File: config.mk
export PLATFORM = sky130hd
export DESIGN_NAME = data_mem_responder_flat
export DESIGN_NICKNAME = d
export VERILOG_FILES = /design/src/rtl/data_mem_responder_if.sv /design/src/rtl/data_mem_responder.sv /design/src/flat_wrapper.sv
export SDC_FILE = /design/constraint.sdc
export NUM_CORES = 1
export LEC_CHECK = 0
export ABC_CLOCK_PERIOD_IN_PS = 6100
export CAP_MARGIN = 15
export CORE_MARGIN = 2
export CORE_UTILIZATION = 50
export CTS_CLUSTER_SIZE = 16
export DETAILED_ROUTE_END_ITERATION = 6
export GPL_ROUTABILITY_DRIVEN = 0
export GPL_TIMING_DRIVEN = 0
export PLACE_DENSITY = 0.72
export SETUP_SLACK_MARGIN = 0.15
export SLEW_MARGIN = 40
export SYNTH_ARGS = -nofsm -noshare
export SYNTH_HDL_FRONTEND = slang
export SYNTH_SLANG_ARGS = --single-unit
File: constraint.sdc
create_clock -name clk -period 6.1 [get_ports clk]
set_clock_uncertainty 0.1 [all_clocks]
set_input_delay 1.22 -clock clk [delete_from_list [all_inputs] [get_ports clk]]
set_output_delay 1.22 -clock clk [all_outputs]
set_load 0.02 [all_outputs]
File: src/rtl/data_mem_responder_if.sv
// Load/store request and completion signals between the core data side and the data-memory responder.
interface data_mem_responder_if #(
   parameter int unsigned DATA_W = 16
);
   logic              mem_read;
   logic              mem_write;
   logic [15:0]       addr;
   logic [DATA_W-1:0] write_data;
   logic [DATA_W-1:0] read_data;
   logic              busy;
   logic              done;
   logic              err;

   modport master (
      output mem_read, mem_write, addr, write_data,
      input  read_data, busy, done, err
   );

   modport slave (
      input  mem_read, mem_write, addr, write_data,
      output read_data, busy, done, err
   );
endinterface

File: src/rtl/data_mem_responder.sv
// Word-addressed data memory with programmable wait states and a one-cycle done/err completion pulse.
// Requests are latched at capture; the access happens on the edge that enters DONE.
module data_mem_responder #(
   parameter int unsigned DATA_W      = 16,
   parameter int unsigned ADDR_W      = 3,
   parameter int unsigned WAIT_CYCLES = 2
) (
   input logic                 clk,
   input logic                 rst,
   data_mem_responder_if.slave io_bus
);
   localparam int unsigned AW    = 16;
   localparam int unsigned CNT_W = 4;
   localparam int unsigned DEPTH = 1 << ADDR_W;

   typedef enum logic [1:0] {
      S_IDLE = 2'd0,
      S_WAIT = 2'd1,
      S_DONE = 2'd2
   } state_t;

   state_t            r_state;
   state_t            w_state_next;
   logic [CNT_W-1:0]  r_cnt;
   logic [CNT_W-1:0]  w_cnt_next;
   logic              w_capture;
   logic              w_access;

   logic              r_op_rd;
   logic              r_op_wr;
   logic [AW-1:0]     r_addr;
   logic [DATA_W-1:0] r_wdata;
   logic [DATA_W-1:0] r_rdata;
   logic              r_err;
   logic [DATA_W-1:0] r_mem [DEPTH];

   logic              w_rd;
   logic              w_wr;
   logic [AW-1:0]     w_addr;
   logic [DATA_W-1:0] w_wdata;
   logic              w_reject;

   // With zero wait states the access happens on the capture edge, so use live inputs in IDLE
   assign w_rd     = (r_state == S_IDLE) ? io_bus.mem_read   : r_op_rd;
   assign w_wr     = (r_state == S_IDLE) ? io_bus.mem_write  : r_op_wr;
   assign w_addr   = (r_state == S_IDLE) ? io_bus.addr       : r_addr;
   assign w_wdata  = (r_state == S_IDLE) ? io_bus.write_data : r_wdata;
   assign w_reject = (w_rd & w_wr) | (|w_addr[AW-1:ADDR_W]);

   always_ff @(posedge clk or posedge rst) begin
      if (rst) begin
         r_state <= S_IDLE;
         r_cnt   <= '0;
      end else begin
         r_state <= w_state_next;
         r_cnt   <= w_cnt_next;
      end
   end

   always_comb begin
      w_state_next = r_state;
      w_cnt_next   = r_cnt;
      w_capture    = 1'b0;
      w_access     = 1'b0;
      case (r_state)
         S_IDLE: begin
            if (io_bus.mem_read | io_bus.mem_write) begin
               w_capture = 1'b1;
               if (WAIT_CYCLES == 0) begin
                  w_state_next = S_DONE;
                  w_access     = 1'b1;
               end else begin
                  w_state_next = S_WAIT;
                  w_cnt_next   = CNT_W'(WAIT_CYCLES);
               end
            end
         end
         S_WAIT: begin
            w_cnt_next = r_cnt - CNT_W'(1);
            if (r_cnt <= CNT_W'(1)) begin
               w_state_next = S_DONE;
               w_access     = 1'b1;
            end
         end
         S_DONE:  w_state_next = S_IDLE;
         default: w_state_next = S_IDLE;
      endcase
   end

   always_ff @(posedge clk or posedge rst) begin
      if (rst) begin
         r_op_rd <= 1'b0;
         r_op_wr <= 1'b0;
         r_addr  <= '0;
         r_wdata <= '0;
         r_rdata <= '0;
         r_err   <= 1'b0;
      end else begin
         if (w_capture) begin
            r_op_rd <= io_bus.mem_read;
            r_op_wr <= io_bus.mem_write;
            r_addr  <= io_bus.addr;
            r_wdata <= io_bus.write_data;
         end
         if (w_access) begin
            if (w_reject) begin
               r_rdata <= '0;
               r_err   <= 1'b1;
            end else begin
               if (w_rd) r_rdata <= r_mem[w_addr[ADDR_W-1:0]];
               r_err <= 1'b0;
            end
         end
      end
   end

   // Storage array; cleared on reset so an aborted store leaves no trace
   always_ff @(posedge clk or posedge rst) begin
      if (rst) begin
         for (int i = 0; i < int'(DEPTH); i++) r_mem[i] <= '0;
      end else if (w_access && w_wr && !w_reject) begin
         r_mem[w_addr[ADDR_W-1:0]] <= w_wdata;
      end
   end

   assign io_bus.read_data = r_rdata;
   assign io_bus.err       = r_err;
   assign io_bus.busy      = (r_state != S_IDLE);
   assign io_bus.done      = (r_state == S_DONE);
endmodule

File: src/flat_wrapper.sv
// flat-port wrapper written by rule: the top's interface ports become plain ports
module data_mem_responder_flat 
#(
   parameter int unsigned DATA_W      = 16,
   parameter int unsigned ADDR_W      = 3,
   parameter int unsigned WAIT_CYCLES = 2
)
  (clk, rst, io_bus_mem_read, io_bus_mem_write, io_bus_addr, io_bus_write_data, io_bus_read_data, io_bus_busy, io_bus_done, io_bus_err);
  data_mem_responder_if #(.DATA_W(DATA_W)) io_bus_i ();
  input logic clk;
  input logic rst;
  input wire logic [$bits(io_bus_i.mem_read)-1:0] io_bus_mem_read;
  input wire logic [$bits(io_bus_i.mem_write)-1:0] io_bus_mem_write;
  input wire logic [$bits(io_bus_i.addr)-1:0] io_bus_addr;
  input wire logic [$bits(io_bus_i.write_data)-1:0] io_bus_write_data;
  output wire logic [$bits(io_bus_i.read_data)-1:0] io_bus_read_data;
  output wire logic [$bits(io_bus_i.busy)-1:0] io_bus_busy;
  output wire logic [$bits(io_bus_i.done)-1:0] io_bus_done;
  output wire logic [$bits(io_bus_i.err)-1:0] io_bus_err;
  assign io_bus_i.mem_read = io_bus_mem_read;
  assign io_bus_i.mem_write = io_bus_mem_write;
  assign io_bus_i.addr = io_bus_addr;
  assign io_bus_i.write_data = io_bus_write_data;
  assign io_bus_read_data = io_bus_i.read_data;
  assign io_bus_busy = io_bus_i.busy;
  assign io_bus_done = io_bus_i.done;
  assign io_bus_err = io_bus_i.err;
  data_mem_responder #(.DATA_W(DATA_W), .ADDR_W(ADDR_W), .WAIT_CYCLES(WAIT_CYCLES)) u_core (.clk(clk), .rst(rst), .io_bus(io_bus_i));
endmodule
; ---- After elaboration in Yosys (flattened, before gate mapping)
; Index checks and enable logic that the tools add are counted.
[word_totals]
register_bits = 185
word_cells = 62
ram_bits = 0
mem_bits_ro = 0
latchBits = 0
mem_count = 0
[classes]
n_lt_le_gt_ge = 3
reduce_logical = 12
shifts = 0
n_eq_ne = 4
n_mux = 22
bitwise = 4
multipliers = 0
n_div = 0
add_sub_neg = 1
[ops]
columns = cell, n
row1 = bitwise mux 128 bit, 1
row2 = two-way mux 16 bit, 7
row3 = binary-select mux 16 bit (select 3 bit), 1
row4 = demux 16 bit (select 3 bit), 1
row5 = OR reduction 13 bit, 1
row6 = case mux 4 bit (2 select lines), 1
row7 = two-way mux 1 bit, 7
row8 = AND reduction 2 bit, 3
row9 = nonzero test 2 bit, 3
row10 = greater-or-equal comparator 4 bit (second input constant), 1
row11 = less-or-equal comparator 4 x 1 -> 1 bit (second input constant), 1
row12 = < comparator 4 x 1 -> 1 bit (second input constant), 1
row13 = two-way mux 2 bit, 2
row14 = two-way mux 4 bit, 1
row15 = inverter 3 -> 4 bit, 1
row16 = case mux 2 bit (2 select lines), 1
row17 = subtractor 4 x 1 -> 4 bit (second input constant), 1
row18 = logical AND 1 bit, 3
row19 = equality test 2 x 1 -> 1 bit (second input constant), 1
row20 = equality test 2 bit (second input constant), 1
row21 = logical NOT 2 bit, 1
row22 = inequality test 2 x 1 -> 1 bit (second input constant), 1
row23 = inequality test 2 bit (second input constant), 1
row24 = OR 1 bit, 2
row25 = other kinds (2), 2

; ---- Logic depth before layout (Yosys ltp)
; Gate-level depths: netlist of the first run.
[logic_depth]
depth_word = 8
mapped_depth = 10
mapped_depth_nobuf = 8

; ---- Worst setup path after synthesis of the first run
; OpenSTA, ideal clock, no wires.
[synth_timing]
kind = input-to-reg
startpoint = input io_bus_addr[1]
endpoint = register u_core.r_mem[32] in the netlist's numbering
required_time_ns = 5.875
slack_ns = 3.306
setup_time_ns = 0.125
n_path_buf = 1
path_stages = 5
arrival_time_ns = 2.569
path_cell_list = nor4b_1 > a31o_2 > nand4_2 > buf_2 > mux2_2
[synth_via]
elab_chain_len = 7
[synth_rtl]
columns = item, line
row1 = start: declaration, flat_wrapper.sv:14  ; input wire logic [$bits(io_bus_i.addr)-1:0] io_bus_addr;
row2 = two-way mux 16 bit *, data_mem_responder.sv:46  ; assign w_addr = (r_state == S_IDLE) ? io_bus.addr : r_addr;
row3 = inverter 3 -> 4 bit (implied by the code) *, data_mem_responder.sv:122  ; r_mem[w_addr[ADDR_W-1:0]] <= w_wdata;
row4 = greater-or-equal comparator 4 bit (implied by the code) / < comparator 4 x 1 -> 1 bit (equally long branches), data_mem_responder.sv:122
row5 = logical AND 1 bit (implied by the code), data_mem_responder.sv:122
row6 = two-way mux 16 bit (implied by the code), data_mem_responder.sv:122
row7 = demux 16 bit (select 3 bit) *, data_mem_responder.sv:122
row8 = bitwise mux 128 bit *, data_mem_responder.sv:122
row9 = end signal: indexed assignment, data_mem_responder.sv:122
row10 = end: declaration, data_mem_responder.sv:35  ; logic [DATA_W-1:0] r_mem [DEPTH];
; Mark *: on every way between the ends. The rest lies on a longest branch, timed or not.
; A chain may end at the register's enable or synchronous reset.

; ---- Final worst setup path of the first run
[layout_timing]
startpoint = register u_core.r_state[0]
endpoint = output io_bus_busy
[layout_via]
elab_chain_len = 1
[layout_rtl]
columns = item, line
row1 = start: declaration, data_mem_responder.sv:22  ; state_t r_state;
row2 = start signal: assignment, data_mem_responder.sv:55  ; r_state <= w_state_next;
row3 = nonzero test 2 bit, data_mem_responder.sv:128  ; assign io_bus.busy = (r_state != S_IDLE);
row4 = end: declaration, flat_wrapper.sv:17  ; output wire logic [$bits(io_bus_i.busy)-1:0] io_bus_busy;
; Every way passes these cells.

==> results.toml, run 1 <==
[placed_design]
dp_hpwl_microns = 14400
placed_cells = 999
place_ws_ns = 2.17
port_buffers = 54

[sta]
max_freq_mhz = 247
totalNegativeSetupSlack_ns = 0
tightest_slew_ns = 0.800
slew_headroom = 0.467
hold_viol_final = 0
maxSlewViolCount = 0
setup_slack_ns = 2.06
rsz0062_at_grt = "no"
finalCritPeriodShare = 0.663
min_period_ns = 4.04
setup_viol = 0

[detailed_routing]
route.detailed.drc = 0
vias_per_cell = 5.83
dr.pass1.iters = 5
vias = 5997
avgRoutedWirePerCell_microns = 20.3
drtAntennaViolNets = 0
wirelength_microns = 20900
drt_iter0_drc = 480

[power_and_ir_drop]
pwr-share-comb = 0.367
p_switching_mw = 1.60
swShare = 0.392
pwr-share-clk = 0.274
ir_drop_uv = 264
p_seq_frac = 0.359
internal_power_mw = 2.48
powerDensity_nw_per_um2 = 416
leakagePower_nw = 4.86

[clock_network]
cts_tree = "done"
clk_latency_ns = 0.44
cts-resized-gates = 0
cts_made_buffers = 17
clk_path_buf_depth = 2
postCtsSetupBuffers = 0
htree_num_levels = 4
numClockSinks = 185
cts-root-buf = "clkbuf_16"
path_clk_slew_ns = 0.07
cts_hold_buf = 0

[grt]
overflow = 0
grt_pass1_vias = 6382
grt_use_total = 0.254
grt_max_degree = 28
antenna_found_initial = 0
grt_pass1_wl_microns = 34300

[yosys]
seq_area_frac_synth = 0.565
synth.distinct_cells = 40
syn_inst = 720
syn_avg_cell_area_sq_um = 11.4
syn_area_sq_um = 8200
ys_warn_count = 0
syn_nets = 758
ys_ff_latch = 185

[finish]
final_common_cell = "dfrtp_1"
final_cell_mix = "dfrtp_1 (185), nand2_1 (175), mux2_2 (107), o22ai_1 (56), clkdlybuf4s50_1 (54)"
fillers = 1246
syn_to_final_growth_pct = 19.7
nets = 840
drive_above_1_share = 0.239
instances_no_fill = 1029
antenna_cells = 0

[worst_setup_path]
crit_fanout = 10
worstPathArrival_ns = 2.72
path_cells = "nor2_2 -> inv_2 -> buf_1 -> buf_1 -> clkdlybuf4s50_1"
path_class = "reg -> out"
crit_required_ns = 4.78
slowest_delay_ns = 0.69
critPathTopFamily = "buffers and inverters"
crit_buf_inv = 4
cp-end-kind = "output pin"
crit_slowest_cell = "clkdlybuf4s50_1"
startpoint_type = "flop"
crit_top_cell = "buf_1"

[flow_run]
cap_violations = 0

[floorplan]
die_x_microns = 132
dieHeight_microns = 132
coreArea_sq_um = 15900
io_pins = 55
dieArea_sq_um = 17400
initial_utilization = 0.514
rows = 46

[outcome]
status = "finished, final reports clean"

[min_path]
hold_class = "reg -> reg"
## per-layer routing
| metal | track usage | wire, microns |
|---|---|---|
| met1 | 0.337 | 8950 |
| met2 | 0.433 | 10500 |
| met3 | 0.0450 | 1030 |
| met4 | 0.0694 | 347 |
| met5 | 0 | 0 |
## power groups by stage
| stage | sequential (mW) | combinational, mW | clock (mW) |
|---|---|---|---|
| detailed placement | 1.49 | 1.48 | 0 |
| global route | 1.48 | 1.66 | 1.18 |
| global placement | 1.47 | 1.40 | 0 |
| CTS | 1.46 | 1.49 | 1.13 |
| finish | 1.47 | 1.50 | 1.12 |
| floorplan | 1.47 | 0.966 | 0 |
## through the flow
step	utilization	cell area (sq um)	total power, mW	hold slack, ns
3_5_place_dp	0.578	9210	2.97	0.359
4_1_cts	0.615	9810	4.08	0.375
6_report	0.616	9810	4.08	0.371
5_1_grt	0.616	9810	4.33	0.389
2_1_floorplan	-	8200	2.43	0.337
3_3_place_gp	0.565	9010	2.88	0.349
## worst min-delay path: cells and delay by family (launching register included)
family	cells	cell delay, ns
AND/OR/NAND/NOR	2	0.11
flip-flops	1	0.33
## path summary, 6_finish.rpt
| path | start | endpoint | slack [ns] | cells after the start |
|---|---|---|---|---|
| setup / recovery | u_core.r_state[0] | io_bus_busy | 2.06 | 5 |
| hold / removal | u_core.r_addr[8] | u_core.r_addr[8] | 0.37 | 2 |
| setup reg to reg | u_core.r_state[1] | u_core.io_bus.read_data[0] | 2.99 | 8 |
| hold reg to reg | u_core.r_addr[8] | u_core.r_addr[8] | 0.37 | 2 |
| max in group asynchronous | rst | u_core.r_mem[45] | 3.71 | 7 |
| min in group asynchronous | rst | u_core.r_wdata[5] | 0.98 | 2 |
## layout make-up
type / count / area, sq um / share of cell area
Multi-Input combinational cell: 491 / 3380 / 0.345
Sequential cell: 185 / 4630 / 0.472
Clock inverter: 8 / 120 / 0.0122
Buffer: 36 / 166 / 0.0170
Inverter: 8 / 33.8 / 0.00344
Clock buffer: 22 / 474 / 0.0483
Timing Repair Buffer: 63 / 738 / 0.0752
Tap cell: 216 / 270 / 0.0275
## synth_stat cells
cell      instances  share of area
nor3_1           27          0.016
nand4_4           1         0.0026
a31oi_1           6         0.0046
nand4_2           5         0.0076
nand2_4           2         0.0027
clkbuf_1         24          0.011
a31o_2            1         0.0011
inv_1             7         0.0032
mux2_1            2         0.0027
xnor2_1           2         0.0021
and4_1            1         0.0011
buf_2             7         0.0043
mux2_2          107           0.15
nor2_1           27          0.012
nor4b_1           2         0.0021
mux2i_4           1         0.0027
o21ai_1           2         0.0012
inv_2             1        0.00046
a32o_1            4         0.0049
and3b_4           1         0.0015
and3_1            1        0.00076
nor4_1            3         0.0023
a31oi_2           1         0.0015
o21ai_0          28          0.017
nor4_4            1         0.0026
o211ai_1          1        0.00092
nand4_1           1        0.00076
nor4_2            2         0.0031
ha_1              2         0.0031
or4_1             3         0.0027
nand2_1         175          0.080
mux2_4           20          0.037
nor2_2            1        0.00076
buf_6             3         0.0041
dfrtp_1         185           0.56
buf_1             2        0.00092
nand3_1           3         0.0018
nand2b_1          1        0.00076
o22ai_1          56          0.043
nor2b_1           1        0.00076
## kinds of logic (layout without fill, tap and decap cells)
| group | Yosys count | after routing | synth area share |
|---|---|---|---|
| adders and majority gates | 2 | 2 | 0.00305 |
| and+or+nand+nor | 258 | 258 | 0.143 |
| xor gates and xnor gates | 2 | 2 | 0.00214 |
| DFF | 185 | 185 | 0.565 |
| AOI/OAI and AO/OA | 99 | 99 | 0.0740 |
| buffers and inverters | 44 | 137 | 0.0240 |
| muxes | 130 | 130 | 0.189 |
## registers in the layout (all words and copies together) (netlist names)
name / flops
u_core.r_cnt: 4
u_core.r_wdata: 16
u_core.r_mem: 128
u_core.io_bus.read_data: 16
u_core.r_addr: 16
u_core.io_bus.err: 1
u_core.r_op_rd: 1
u_core.r_state: 2
u_core.r_op_wr: 1
Power figures use the tool's default switching activity.
==> inputs of run 2 (changes only) <==
- ABC_CLOCK_PERIOD_IN_PS: 6100 -> 3500
- clock period: 6.1 -> 3.5 ns (I/O delays scaled with it)
==> results.toml, run 2 (synthesized netlist as in run 1, its figures left out) <==
[worst_setup_path]
crit_slowest_cell = "a31oi_2"
path_cells = "nor2_2 -> inv_2 -> a31oi_2 -> clkbuf_1 -> o22ai_1 -> nor3_1 -> nor2_1 -> o21ai_0"
reg2reg_slack_ns = 0.36
cp-end-kind = "flop"
startpoint_type = "flop"
worstPathArrival_ns = 3.39
rr_startpoint = "u_core.r_state[1]"
crit_buf_inv = 2
slowest_delay_ns = 0.67
r2r_cells = 8
rr_endpoint = "u_core.io_bus.read_data[0]"
crit_fanout = 10
path_class = "reg -> reg"
critPathTopFamily = "compound AO/OA/AOI/OAI gates"
crit_required_ns = 3.75
worst-path-stages = 8

[detailed_routing]
drt_iter0_drc = 445
avgRoutedWirePerCell_microns = 20.2
dr.pass1.iters = 5
vias_per_cell = 5.82
route.detailed.drc = 0
drtAntennaViolNets = 0
wirelength_microns = 20800
vias = 5978

[sta]
finalCritPeriodShare = 0.896
slew_headroom = 0.467
rsz0062_at_grt = "no"
max_freq_mhz = 319
min_period_ns = 3.14
maxSlewViolCount = 0
hold_viol_final = 0
tightest_slew_ns = 0.800
setup_viol = 0

[clock_network]
cts_tree = "done"
numClockSinks = 185
clk_path_buf_depth = 2
cts_made_buffers = 17
htree_num_levels = 4
cts-root-buf = "clkbuf_16"
clk_latency_ns = 0.43
cts_hold_buf = 0
postCtsSetupBuffers = 0
path_clk_slew_ns = 0.07
cts-resized-gates = 1

[finish]
antenna_cells = 0
fillers = 1247
top_register = "u_core.r_mem"
largest_reg_flops = 128
syn_to_final_growth_pct = 19.7
nets = 839
stdcell_area_sq_um = 9810
final_cell_mix = "dfrtp_1 (185), nand2_1 (175), mux2_2 (107), o22ai_1 (56), clkdlybuf4s50_1 (54)"
drive_above_1_share = 0.240
final_common_cell = "dfrtp_1"
instances_no_fill = 1028
multi_input_area_sq_um = 3380
regArea_sq_um = 4630
final_core_util = 0.615

[power_and_ir_drop]
swShare = 0.392
pwr-share-comb = 0.367
pwr-share-clk = 0.274
ir_drop_uv = 457
internal_power_mw = 4.33
p_seq_frac = 0.359
powerDensity_nw_per_um2 = 726
p_switching_mw = 2.79
leakagePower_nw = 4.86

[floorplan]
initial_utilization = 0.514
dieHeight_microns = 132
io_pins = 55
die_x_microns = 132
rows = 46
coreArea_sq_um = 15900
dieArea_sq_um = 17400

[min_path]
hold_class = "reg -> reg"
min_to = "u_core.r_addr[8]"
worstHoldStart = "u_core.r_addr[8]"
hold_depth = 2

[placed_design]
placed_area_sq_um = 9210
dp_hpwl_microns = 14400
port_buffers = 54
placed_cells = 999

[grt]
antenna_found_initial = 0
grt_max_degree = 28
overflow = 0
grt_pass1_vias = 6382
grt_use_total = 0.254
grt_pass1_wl_microns = 34300

[outcome]
status = "finished, final reports clean"

[flow_run]
cap_violations = 0
==> run 2: changes by cell type in the layout (fill, tap and decap cells not counted) <==
cell	before	now
buf_2	7	8
buf_1	2	0
==> run 2: stage by stage <==
| step | setup WS (ns) | hold slack, ns | setup TNS (ns) | total power [mW] |
|---|---|---|---|---|
| floorplan | 0.321 | 0.337 | 0 | 4.24 |
| global placement | -0.959 | 0.349 | -174.69 | 5.01 |
| detailed placement | 0.0851 | 0.359 | 0 | 5.17 |
| CTS | 0.161 | 0.375 | 0 | 7.11 |
| global route | 0.188 | 0.389 | 0 | 7.54 |
| finish | 0.365 | 0.371 | 0 | 7.12 |
==> run 2: power by group through the flow <==
| stage | sequential [mW] | clock (mW) | combinational (mW) |
|---|---|---|---|
| after floorplan | 2.55 | 0 | 1.68 |
| after global placement | 2.56 | 0 | 2.45 |
| after detailed placement | 2.59 | 0 | 2.58 |
| after CTS | 2.55 | 1.97 | 2.59 |
| after global routing | 2.59 | 2.06 | 2.90 |
| final | 2.55 | 1.95 | 2.62 |
==> run 2: routing by layer <==
| layer | track usage | up-vias | wire length, microns |
|---|---|---|---|
| li1 | - | 2694 | - |
| met1 | 0.337 | 3082 | 9040 |
| met2 | 0.433 | 175 | 10500 |
| met3 | 0.0450 | 27 | 945 |
| met4 | 0.0694 | 0 | 323 |
| met5 | 0 | - | 0 |
==> run 2: worst register-to-register path: stages, from the launching register on <==
cell      delay, ns
dfrtp_1        0.44
nor2_2         0.40
inv_2          0.17
a31oi_2        0.67
clkbuf_1       0.65
o22ai_1        0.16
nor3_1         0.26
nor2_1         0.08
o21ai_0        0.13
==> run 2: cell type report <==
cell class	count	area share
Sequential cell	185	0.472
Clock inverter	8	0.0122
Inverter	8	0.00344
Multi-Input combinational cell	491	0.345
Timing Repair Buffer	63	0.0752
Buffer	35	0.0167
Tap cell	216	0.0275
Clock buffer	22	0.0483
==> run 2: worst max-delay path by stage <==
stage	end	startpoint	slack [ns]
after global routing	u_core.io_bus.read_data[8]	u_core.r_state[1]	0.19
after global placement	u_core.r_wdata[15]	rst	-0.96
after floorplan	u_core.io_bus.err	rst	0.32
after detailed placement	u_core.r_mem[104]	io_bus_addr[1]	0.09
after CTS	io_bus_busy	u_core.r_state[0]	0.16
final	u_core.io_bus.read_data[0]	u_core.r_state[1]	0.36
==> inputs of run 3 (changes only) <==
- PLACE_DENSITY: 0.72 -> 0.71
==> results.toml, run 3 (synthesized netlist as in run 1, its figures left out) <==
[floorplan]
coreArea_sq_um = 15900
rows = 46
dieArea_sq_um = 17400
die_x_microns = 132
initial_utilization = 0.514
io_pins = 55
dieHeight_microns = 132

[grt]
grt_pass1_wl_microns = 33300
overflow = 0
antenna_found_initial = 0
grt_max_degree = 26
grt_use_total = 0.249
grt_pass1_vias = 6135

[min_path]
hold_class = "reg -> reg"

[detailed_routing]
dr.pass1.iters = 5
vias = 5983
avgRoutedWirePerCell_microns = 20.1
drtAntennaViolNets = 0
route.detailed.drc = 0
vias_per_cell = 5.81
drt_iter0_drc = 467
wirelength_microns = 20700

[sta]
max_freq_mhz = 311
setup_slack_ns = 0.279
totalNegativeSetupSlack_ns = 0
setup_viol = 0
slew_headroom = 0.463
min_period_ns = 3.22
tightest_slew_ns = 0.806
hold_viol_final = 0
finalCritPeriodShare = 0.920
rsz0062_at_grt = "no"
maxSlewViolCount = 0
hold_slack_ns = 0.376

[power_and_ir_drop]
totalPowerFinal_mw = 7.03
powerDensity_nw_per_um2 = 719
leakagePower_nw = 4.87
ir_drop_uv = 569

[worst_setup_path]
startpoint_type = "flop"
crit_required_ns = 2.70
worstPathArrival_ns = 2.42
crit_fanout = 10
cp-end-kind = "output pin"
path_class = "reg -> out"

[finish]
final_cell_mix = "dfrtp_1 (185), nand2_1 (175), mux2_2 (107), o22ai_1 (56), clkdlybuf4s50_1 (54)"
top_register = "u_core.r_mem"
syn_to_final_growth_pct = 19.3
drive_above_1_share = 0.242
nets = 840
final_core_util = 0.614
antenna_cells = 0
largest_reg_flops = 128
final_common_cell = "dfrtp_1"

[clock_network]
htree_num_levels = 4
path_clk_slew_ns = 0.06
cts_hold_buf = 0
numClockSinks = 185
clk_path_buf_depth = 2
postCtsSetupBuffers = 0
clk_latency_ns = 0.44
cts-resized-gates = 2
cts_made_buffers = 17
cts-root-buf = "clkbuf_16"
cts_tree = "done"

[placed_design]
dp_hpwl_microns = 14200
place_ws_ns = 0.0618
port_buffers = 54

[flow_run]
cap_violations = 0

[outcome]
status = "finished, final reports clean"
run 3: final cells by class:
class                           count  area (sq um)
Fill cell                        1292          6160
Sequential cell                   185          4630
Multi-Input combinational cell    491          3380
Timing Repair Buffer               63           726
Clock buffer                       25           515
Tap cell                          216           270
Buffer                             36           170
Clock inverter                      6          62.6
Inverter                            8          33.8
run 3: stage by stage:
step                cell area, sq um  std cells
finish                          9780       1030
global route                    9780       1030
CTS                             9780       1030
detailed placement              9200        999
global placement                9010        990
floorplan                       8200        720
run 3: worst max-delay path, stage by stage (launching register included):
cell             delay, ns
dfrtp_1               0.44
nor2_2                0.37
inv_2                 0.16
buf_2                 0.24
buf_2                 0.22
clkdlybuf4s50_1       0.56
run 3: path summary, 6_finish.rpt:
| check | from | endpoint | slack (ns) | depth (start not counted) |
|---|---|---|---|---|
| max | u_core.r_state[1] | io_bus_busy | 0.28 | 5 |
| min | u_core.r_addr[10] | u_core.r_addr[10] | 0.38 | 2 |
| max in group asynchronous | rst | u_core.r_mem[11] | 1.89 | 5 |
| max reg2reg | u_core.r_state[1] | u_core.io_bus.read_data[7] | 0.38 | 8 |
| min in group asynchronous | rst | u_core.r_wdata[4] | 0.54 | 2 |
| min reg2reg | u_core.r_addr[10] | u_core.r_addr[10] | 0.38 | 2 |
run 3: per-layer routing:
metal | GRT usage | up-vias | part of all wire
met5 | 0 | - | 0
met4 | 0.0827 | 0 | 0.019
met3 | 0.0473 | 33 | 0.045
met2 | 0.410 | 169 | 0.49
met1 | 0.334 | 3076 | 0.44
li1 | - | 2705 | -
run 3: power breakdown:
group / internal (mW) / switching (mW) / total [mW]
Clock: 1.09 / 0.784 / 1.87
Sequential: 2.38 / 0.168 / 2.54
Combinational: 0.781 / 1.84 / 2.62
